### src/rtl/ddr4_cal_rd_return_pkg.sv
// Shared types and defaults for the post-calibration read-return path.
package ddr4_cal_rd_return_pkg;

   // Tag address width. The tag struct is sized from this, so the top's DBAW
   // must stay equal to it.
   localparam int TAG_AW        = 5;
   localparam int SKEW_MAX_DEF  = 15;
   localparam int TO_MARGIN_DEF = 32;

   // One outstanding read: where it lands in the MC buffer plus its flags.
   typedef struct packed {
      logic [TAG_AW-1:0] addr;
      logic              inj;
      logic              rmw;
   } rd_tag_t;

   typedef enum logic [1:0] {
      ST_CAL  = 2'd0,
      ST_RUN  = 2'd1,
      ST_HALT = 2'd2
   } cal_state_e;

   // 8-bit increment that sticks at 255.
   function automatic logic [7:0] sat_inc8(input logic [7:0] v);
      return (v == 8'hFF) ? v : v + 8'd1;
   endfunction

endpackage

### src/rtl/ddr4_cal_rd_tag_fifo.sv
// Tag FIFO: wrap-bit pointers, registered head, same-cycle push+pop when full.
module ddr4_cal_rd_tag_fifo #(
   parameter int W     = 7,
   parameter int DEPTH = 16
) (
   input  logic                     clk,
   input  logic                     rst_n,
   input  logic                     i_flush,
   input  logic                     i_push,
   input  logic [W-1:0]             i_din,
   input  logic                     i_pop,
   output logic                     o_full,
   output logic                     o_empty,
   output logic [$clog2(DEPTH):0]   o_count,
   output logic [W-1:0]             o_head
);

   localparam int AW = $clog2(DEPTH);

   logic [W-1:0] r_mem [DEPTH];
   logic [AW:0]  r_wr_ptr, r_rd_ptr, w_rd_nxt;
   logic         w_wr_en, w_rd_en;

   assign o_empty  = (r_wr_ptr == r_rd_ptr);
   assign o_full   = (r_wr_ptr[AW] != r_rd_ptr[AW]) &&
                     (r_wr_ptr[AW-1:0] == r_rd_ptr[AW-1:0]);
   assign o_count  = r_wr_ptr - r_rd_ptr;
   assign w_rd_en  = i_pop && !o_empty;
   // A pop in the same cycle frees the slot, so a full FIFO may still accept.
   assign w_wr_en  = i_push && (!o_full || w_rd_en);
   assign w_rd_nxt = r_rd_ptr + {{AW{1'b0}}, w_rd_en};

   // Storage array, no reset needed: only slots between the pointers are read.
   always_ff @(posedge clk) begin
      if (w_wr_en) r_mem[r_wr_ptr[AW-1:0]] <= i_din;
   end

   // Pointer update; flush empties the FIFO in one cycle.
   always_ff @(posedge clk or negedge rst_n) begin
      if (!rst_n) begin
         r_wr_ptr <= '0;
         r_rd_ptr <= '0;
      end else if (i_flush) begin
         r_wr_ptr <= '0;
         r_rd_ptr <= '0;
      end else begin
         if (w_wr_en) r_wr_ptr <= r_wr_ptr + {{AW{1'b0}}, 1'b1};
         r_rd_ptr <= w_rd_nxt;
      end
   end

   // Registered head: bypass the incoming tag when it becomes the new head.
   always_ff @(posedge clk or negedge rst_n) begin
      if (!rst_n)       o_head <= '0;
      else if (i_flush) o_head <= '0;
      else if (w_wr_en && (r_wr_ptr[AW-1:0] == w_rd_nxt[AW-1:0]))
                        o_head <= i_din;
      else              o_head <= r_mem[w_rd_nxt[AW-1:0]];
   end

endmodule

### src/rtl/ddr4_cal_rd_return.sv
// Read-return path: tracks read tags, pops PHY RX FIFOs when all lanes have
// data, returns the beat to the MC read buffer and flags tag/data faults.
module ddr4_cal_rd_return
   import ddr4_cal_rd_return_pkg::*;
#(
   parameter int DBYTES    = 4,
   parameter int DBAW      = TAG_AW,
   parameter int TAG_DEPTH = 16,
   parameter int SKEW_MAX  = SKEW_MAX_DEF,
   parameter int TO_MARGIN = TO_MARGIN_DEF
) (
   input  logic                           clk,
   input  logic                           rst_n,
   input  logic                           calDone,
   input  logic                           mcrdCAS,
   input  logic [DBAW-1:0]                winBuf,
   input  logic                           winInjTxn,
   input  logic                           winRmw,
   input  logic [6:0]                     max_rd_lat,
   input  logic [DBYTES-1:0]              phy2clb_fifo_empty,
   input  logic [DBYTES*64-1:0]           phy2clb_rd_dq,
   output logic [DBYTES-1:0]              mc_clb2phy_fifo_rden,
   output logic [DBYTES*64-1:0]           rdData,
   output logic                           rdDataEn,
   output logic [DBAW-1:0]                rdDataAddr,
   output logic                           rdDataEnd,
   output logic                           rdInj,
   output logic                           rdRmw,
   output logic [$clog2(TAG_DEPTH):0]     outstanding,
   output logic                           tag_ovf_err,
   output logic                           orphan_err,
   output logic                           skew_err,
   output logic                           rd_timeout_err
);

   cal_state_e r_state;
   rd_tag_t    w_cas_tag, w_head;
   logic       w_run, w_flush, w_all_nempty, w_all_empty, w_skewed;
   logic       w_pop, w_push, w_ovf, w_orphan, w_skew_hit, w_to_hit, w_any_err;
   logic       w_tf_full, w_tf_empty;
   logic [7:0] r_skew_cnt, r_age, w_skew_nxt, w_age_nxt, w_to_thr;

   // Dropping calDone acts in the same cycle: no pushes/pops/errors, flush.
   assign w_run        = (r_state == ST_RUN) && calDone;
   assign w_flush      = (r_state == ST_CAL) || ((r_state == ST_RUN) && !calDone);
   assign w_all_nempty = (phy2clb_fifo_empty == '0);
   assign w_all_empty  = &phy2clb_fifo_empty;
   assign w_skewed     = !w_all_nempty && !w_all_empty;

   assign w_pop        = w_run && !w_tf_empty && w_all_nempty;
   assign w_push       = w_run && mcrdCAS;
   assign w_ovf        = w_push && w_tf_full && !w_pop;
   assign w_orphan     = w_run && w_all_nempty && w_tf_empty;

   assign w_skew_nxt   = (w_pop || !w_skewed) ? 8'd0 : sat_inc8(r_skew_cnt);
   assign w_skew_hit   = w_run && (w_skew_nxt >= 8'(SKEW_MAX + 1));
   assign w_age_nxt    = (w_pop || w_tf_empty) ? 8'd0 : sat_inc8(r_age);
   assign w_to_thr     = {1'b0, max_rd_lat} + 8'(TO_MARGIN);
   assign w_to_hit     = w_run && (w_age_nxt > w_to_thr);
   assign w_any_err    = w_ovf || w_orphan || w_skew_hit || w_to_hit;

   assign w_cas_tag            = {winBuf, winInjTxn, winRmw};
   assign mc_clb2phy_fifo_rden = {DBYTES{w_pop}};

   ddr4_cal_rd_tag_fifo #(
      .W     ($bits(rd_tag_t)),
      .DEPTH (TAG_DEPTH)
   ) u_tag_fifo (
      .clk     (clk),
      .rst_n   (rst_n),
      .i_flush (w_flush),
      .i_push  (w_push),
      .i_din   (w_cas_tag),
      .i_pop   (w_pop),
      .o_full  (w_tf_full),
      .o_empty (w_tf_empty),
      .o_count (outstanding),
      .o_head  (w_head)
   );

   // Skew and head-tag age counters; both idle at zero outside RUN.
   always_ff @(posedge clk or negedge rst_n) begin
      if (!rst_n) begin
         r_skew_cnt <= '0;
         r_age      <= '0;
      end else if (!w_run) begin
         r_skew_cnt <= '0;
         r_age      <= '0;
      end else begin
         r_skew_cnt <= w_skew_nxt;
         r_age      <= w_age_nxt;
      end
   end

   // Control FSM with registered return beat and sticky error flags.
   always_ff @(posedge clk or negedge rst_n) begin
      if (!rst_n) begin
         r_state        <= ST_CAL;
         rdData         <= '0;
         rdDataEn       <= 1'b0;
         rdDataEnd      <= 1'b0;
         rdDataAddr     <= '0;
         rdInj          <= 1'b0;
         rdRmw          <= 1'b0;
         tag_ovf_err    <= 1'b0;
         orphan_err     <= 1'b0;
         skew_err       <= 1'b0;
         rd_timeout_err <= 1'b0;
      end else begin
         rdDataEn  <= w_pop;
         rdDataEnd <= w_pop;
         rdInj     <= w_pop && w_head.inj;
         rdRmw     <= w_pop && w_head.rmw;
         if (w_pop) begin
            rdData     <= phy2clb_rd_dq;
            rdDataAddr <= w_head.addr;
         end
         if (w_ovf)      tag_ovf_err    <= 1'b1;
         if (w_orphan)   orphan_err     <= 1'b1;
         if (w_skew_hit) skew_err       <= 1'b1;
         if (w_to_hit)   rd_timeout_err <= 1'b1;
         case (r_state)
            ST_CAL:  if (calDone) r_state <= ST_RUN;
            ST_RUN: begin
               if (!calDone)       r_state <= ST_CAL;
               else if (w_any_err) r_state <= ST_HALT;
            end
            ST_HALT: r_state <= ST_HALT;
            default: r_state <= ST_CAL;
         endcase
      end
   end

endmodule

### config.mk
export PLATFORM = sky130hd
export DESIGN_NAME = ddr4_cal_rd_return
export DESIGN_NICKNAME = d
export VERILOG_FILES = /design/src/rtl/ddr4_cal_rd_return_pkg.sv /design/src/rtl/ddr4_cal_rd_tag_fifo.sv /design/src/rtl/ddr4_cal_rd_return.sv
export SDC_FILE = /design/constraint.sdc
export NUM_CORES = 1
export LEC_CHECK = 0
export BUFFER_PORTS_ARGS = -buffer_cell sky130_fd_sc_hd__buf_2
export CAP_MARGIN = 25
export CORE_AREA = 4 4 216 218
export DETAILED_ROUTE_END_ITERATION = 8
export DIE_AREA = 0 0 220 222
export HOLD_SLACK_MARGIN = 0.08
export PLACE_DENSITY = 0.59
export RECOVER_POWER = 50
export REMOVE_ABC_BUFFERS = 1
export SLEW_MARGIN = 20
export SYNTH_ARGS = -nofsm -noshare
export SYNTH_HDL_FRONTEND = slang
export SYNTH_SLANG_ARGS = --single-unit
export TNS_END_PERCENT = 30
### constraint.sdc
create_clock -name clk -period 5 [get_ports clk]
set_clock_uncertainty 0.05 [all_clocks]
set_input_delay 0.25 -clock clk [delete_from_list [all_inputs] [get_ports clk]]
set_output_delay 0.25 -clock clk [all_outputs]
set_load 0.01 [all_outputs]
Word-level counts from Yosys, hierarchy flattened
Memory sizes are Yosys's and may differ from the RTL's. Index checks and enable logic that the tools add are counted.

Magnitude comparators: 2. Equality and inequality tests: 10. Mux-type cells: 17. $add $sub $neg: 6. Reduce and logical (&&, ||, !) cells: 37.

Operators by type and width (number): $mux W8 (6); $logic_and A1 B1 Y1 (18); $add A8 B1 Y8 const B (2); $eq A8 B8 Y1 const B (2); $mux W5 (3); $mux W7 (2); $add A7 B6 Y8 const B (1); $eq A4 B4 Y1 (2); $ge A8 B5 Y1 const B (1); $gt A8 B8 Y1 (1); $logic_not A1 Y1 (7); $logic_or A1 B1 Y1 (7); $mux W2 (3); $pmux W2 S3 (1); $add A5 B1 Y5 (1); $add A5 B1 Y5 const B (1); $eq A5 B5 Y1 (1); $sub A5 B5 Y5 (1); $logic_not A4 Y1 (1); $reduce_and A4 Y1 (1); $ne A3 B3 Y1 const B (1); $eq A2 B1 Y1 const B (1); $eq A2 B2 Y1 const B (1); $logic_not A2 Y1 (1); 5 further kinds (6).

RAM bits: 112. Bits of input ports: 278. Word-level logic and storage cells: 88. Memories: 1. Register bits after elaboration: 303. Output and inout bits: 278.

Memories: u_tag_fifo.r_mem (depth 16, width 7, rd ports 1, clocked after memory_dff 0, write ports 1, line ddr4_cal_rd_tag_fifo.sv:20) `logic [W-1:0] r_mem [DEPTH];`.

Longest topological paths before layout
Word-level depth: 13. Depth in mapped cells: 16. Gate-level depth less buffers: 14.

Modules after synthesis
Synthesis repeated with hierarchy kept, for this count alone.

Cells, all modules: 1006. Area total of the unflattened synthesis: 16858.7 µm².

Modules (own cells, without submodules): ddr4_cal_rd_return (cells each 708, seq. area each 7156.9 µm², instances 1, area each 11310.8 µm²); ddr4_cal_rd_tag_fifo (cells each 298, seq. area each 3788.6 µm², instances 1, area each 5547.8 µm²).

Worst setup path before layout
Ideal clock, no wire load.

Path type: register to register. Start point: reg u_tag_fifo.r_rd_ptr[2]. End point: reg u_tag_fifo.o_head[5]. Setup slack: 1.511 ns. Stages on the path, launching flop included: 15. Arrival: 3.318 ns. Period minus slack after synthesis: 3.489 ns. Cell sequence: dfrtp_1 inv_1 ha_1 nand4_1 o21ai_2 inv_2 buf_4 buf_4 ha_1 ha_1 clkbuf_1 mux4_2 mux4_2 nand2_1 o21ai_1.

Cells in the longest elaborated chain, start to end: 10.

Ends and longest elaborated chain: from (decl) (line ddr4_cal_rd_tag_fifo.sv:21) `logic [AW:0] r_wr_ptr, r_rd_ptr, w_rd_nxt;`; from (signal assigned) (line ddr4_cal_rd_tag_fifo.sv:48) `r_rd_ptr <= w_rd_nxt;`; parallel branches: the longest is 8 deep, another holds $mem_v2 Z16 W7; $mux W7 (*) (line ddr4_cal_rd_tag_fifo.sv:56) `else if (w_wr_en && (r_wr_ptr[AW-1:0] == w_rd_nxt[AW-1:0]))`; $mux W7 (*) (line ddr4_cal_rd_tag_fifo.sv:55) `else if (i_flush) o_head <= '0;`; to (signal assigned) (line ddr4_cal_rd_tag_fifo.sv:57) `o_head <= i_din;`; to (signal assigned) (line ddr4_cal_rd_tag_fifo.sv:58) `else o_head <= r_mem[w_rd_nxt[AW-1:0]];`; to (decl) (line ddr4_cal_rd_tag_fifo.sv:15) `output logic [W-1:0] o_head`.

Mark *: on every way between the ends. A chain may end at the register's enable or synchronous reset.

Worst setup path in the final report
Start point: reg u_tag_fifo.r_wr_ptr[2]. End point: reg u_tag_fifo.o_head[3].

Cells in the longest elaborated chain, start to end: 10.

Ends and longest elaborated chain: from (decl) (line ddr4_cal_rd_tag_fifo.sv:21); from (signal assigned) (line ddr4_cal_rd_tag_fifo.sv:47) `if (w_wr_en) r_wr_ptr <= r_wr_ptr + {{AW{1'b0}}, 1'b1};`; parallel branches: the longest is 8 deep, another holds $mem_v2 Z16 W7; $mux W7 (*) (line ddr4_cal_rd_tag_fifo.sv:56); $mux W7 (*) (line ddr4_cal_rd_tag_fifo.sv:55).

Marked as above.

==> results.tsv <==
stage	metric	value	unit
timing	hold_violations	0	
finish	fin_cells	3006	
place	place.detailed.hpwl	41100	µm
power_and_ir_drop	ir_drop	218	µV
finish	drive_gt1_share	22.0	%
route	viasPerCell	4.82	
power_and_ir_drop	leakagePower	12.1	nW
place	dpl_worst_slack	0.966	ns
route	finalWirelength	61100	µm
worst_setup_path	required	5.38	ns
clocking	clock_latency	0.57	ns
place	port_buffers	555	
worst_setup_path	arrival	4.35	ns
logic_synthesis	synth_mux_area_share	4.94	%
global_routing	grt_pass1_vias	14700	
logic_synthesis	synth_top_family_by_area	simple AND/OR/NAND/NOR gates	
logic_synthesis	yosys_warnings	0	
timing	rsz0062_at_grt	false	
power_and_ir_drop	power.total	0.00749	W
logic_synthesis	synth_fa_ha_area_share	1.69	%
logic_synthesis	netlist_instances	1548	
route	routedWlPerCell	20.3	µm
logic_synthesis	synth_compound_area_share	1.56	%
floorplan	core	44900	µm²
timing	setup_violations	0	
clocking	clk_path_buf_depth	3	
logic_synthesis	yosys.area.top_type_share	45.2	%
floorplan	rows	78	
timing	worstMarginPinSlew	3.03	ns
logic_synthesis	yosys.area.top_type	dfrtp_1	
floorplan	initial_core_util	37.3	%
logic_synthesis	synth_ff_type	dfrtp_1	
timing	hold_slack	0.245	ns
logic_synthesis	ys_types	50	
clocking	htree_levels	2	
global_routing	grt_util_all_layers	24.1	%
global_routing	antenna_found_initial	9	
clocking	clock_sinks	415	
place	dpl.cell_count	2642	
global_routing	grt-ovfl-total	0	
route	antenna_left	0	
floorplan	top_level_ports	556	
outcome	status	complete, but fails checks	
timing	finalCriticalPeriod	3.97	ns
clocking	cts_tree	done	
logic_synthesis	ys_ff_latch	415	
finish	fill_cells	3936	
logic_synthesis	seq_area_frac_synth	65.3	%
timing	fin_ws	1.03	ns
clocking	root_buffer	clkbuf_16	
timing	relSlewSlack	-102	%
outcome	violations	max-capacitance violations, max-slew violations	
floorplan	die_w	220	µm
worst_setup_path	regToRegSetupSlack	1.03	ns
route	dr.pass1.iters	5	
logic_synthesis	yosys.area_share.xor_xnor	1.13	%
finish	area_delta_synth_final	42.8	%
clocking	post_cts_buffers	0	
worst_setup_path	worstSetupEndpointType	register	
logic_synthesis	syn_area_per_cell	10.8	µm²
clocking	cts_resized	0	
worst_setup_path	start_kind	register	
min_path	hold_class	in2reg	
clocking	clk_pin_slew	0.06	ns
timing	fmax	252	MHz
logic_synthesis	netlist_area	16800	µm²
clocking	hold_buffers	270	
logic_synthesis	synthArstFlopShare	73.0	%
logic_synthesis	synthTopCellsByArea	dfrtp_1 (45%), edfxtp_1 (20%), nand2_1 (18%), mux4_2 (4.7%), ha_1 (1.6%)	
timing	tns	0	ns
worst_setup_path	cp_max_fo	69	
finish	nets	2662	
global_routing	grt_first_pass_wirelength	90000	µm
timing	maxSlewViolCount	291	
logic_synthesis	synth_edf_count	112	
job	maxCapViolations	2	
worst_setup_path	worst-setup-path-type	reg2reg	
logic_synthesis	synthSimpleGateAreaFrac	21.4	%
route	vias	14500	
floorplan	die_h	222	µm
clocking	numCtsBuffers	46	
route	drt_iter0_drc	1169	
floorplan	die-area	48800	µm²
timing	period_share	79.3	%
power_and_ir_drop	p_per_area	313	nW/µm²
route	route.detailed.drc	0	
place	gp_congestion	0.880	
global_routing	grt_start_max_net_pins	175	
state kept, by name, summed over array words and instances (netlist names), 2 cells and up:
signal / count
rdData: 256
u_tag_fifo.o_head: 7
r_skew_cnt: 8
u_tag_fifo.r_rd_ptr: 5
r_state: 2
r_age: 8
u_tag_fifo.r_mem: 112
rdDataAddr: 5
u_tag_fifo.r_wr_ptr: 5
metal layers:
metal	up-vias	GRT usage (%)	part of all wire (%)
li1	6632	-	-
met1	7069	28.6	38
met2	596	41.0	49
met3	176	5.40	6.6
met4	6	12.2	5.9
met5	-	0	0.057
cells by family (layout without fill, tap and decap cells):
logic type,count (synthesis),after routing
AND/OR/NAND/NOR,913,913
XOR/XNOR,20,20
adder cells (fa/ha/maj),22,22
other,0,6
AO/OA/AOI/OAI,43,43
flip-flops,415,415
multiplexers,39,39
buffers and inverters,96,948
layout make-up:
class | instances | area (µm²) | share of cell area [%]
Antenna cell | 6 | 15.0 | 0.0627
Tap cell | 600 | 751 | 3.14
Clock inverter | 26 | 259 | 1.08
Sequential cell | 415 | 10900 | 45.7
Timing Repair Buffer | 843 | 5440 | 22.7
Inverter | 19 | 78.8 | 0.329
Clock buffer | 60 | 1260 | 5.28
Multi-Input combinational cell | 1037 | 5170 | 21.6
power breakdown:
group          internal, W  switching, W  total, W
Clock              0.00200       0.00140   0.00340
Sequential         0.00354     0.0000285   0.00357
Combinational     0.000270      0.000254  0.000524
Total              0.00580       0.00169   0.00749
path summary, 6_finish.rpt:
check | to | start | depth (start not counted)
min in group asynchronous | rdData[165] | rst_n | 3
worst max-delay path | u_tag_fifo.o_head[3] | u_tag_fifo.r_wr_ptr[2] | 10
max in group asynchronous | rdData[157] | rst_n | 3
worst max register to register | u_tag_fifo.o_head[3] | u_tag_fifo.r_wr_ptr[2] | 10
worst min register to register | rdDataAddr[0] | u_tag_fifo.o_head[2] | 2
worst min-delay path | tag_ovf_err | phy2clb_fifo_empty[2] | 3
cell usage after synthesis, types with 2 or more instances:
library cell and count:
and3_1 6, ha_1 21, o22ai_1 2, nand2_1 807, nand3_1 9, mux2i_1 4
nand2b_1 6, edfxtp_1 112, xor2_1 7, buf_2 6, nor4_1 3, inv_1 17
a211oi_1 2, nor2_2 2, a31oi_1 3, mux4_2 35, dfrtp_1 303, o21ai_0 4
a21o_1 4, nand4_1 13, nor2_1 34, and2_1 9, nor3_1 14, buf_6 22
and4_1 2, o21ai_1 7, buf_1 2, clkbuf_1 13, a21oi_1 14, xnor2_1 11
buf_4 34, inv_2 2
metrics by stage:
stage                     cell area (µm²)  utilization [%]
final                               23900             53.3
after floorplan                     16200                -
after CTS                           24100             53.7
after detailed placement            19900             44.3
after global placement              19900             44.2
after global routing                23900             53.3
layout by cell type (no fill, tap or decap), types with 3 or more instances in the layout:
master / n
nor4_1: 3
and3_1: 6
clkbuf_8: 6
a31oi_1: 3
xnor2_1: 11
nor2_1: 34
a21oi_1: 14
and2_1: 9
clkinvlp_4: 5
nand2_1: 807
nand4_1: 13
dlygate4sd3_1: 270
inv_1: 17
xor2_1: 7
mux2i_1: 4
o21ai_1: 7
clkbuf_16: 46
buf_4: 11
dfrtp_1: 303
ha_1: 21
clkbuf_1: 169
a21o_1: 4
mux4_2: 35
o21ai_0: 4
clkinv_1: 5
diode_2: 6
buf_2: 396
nand2b_1: 6
clkinv_2: 8
nand3_1: 9
nor3_1: 12
edfxtp_1: 112
bufinv_16: 4
critical path, cell delays in order (launching register included):
cell and delay (ns):
dfrtp_1 0.50, ha_1 0.41, nand4_1 0.30, o21ai_4 0.34, inv_8 0.16, ha_1 0.34
buf_4 0.47, mux4_2 0.60, mux4_2 0.48, nand2_1 0.08, o21ai_1 0.06
Note: power is estimated with default switching activity, not from simulation.
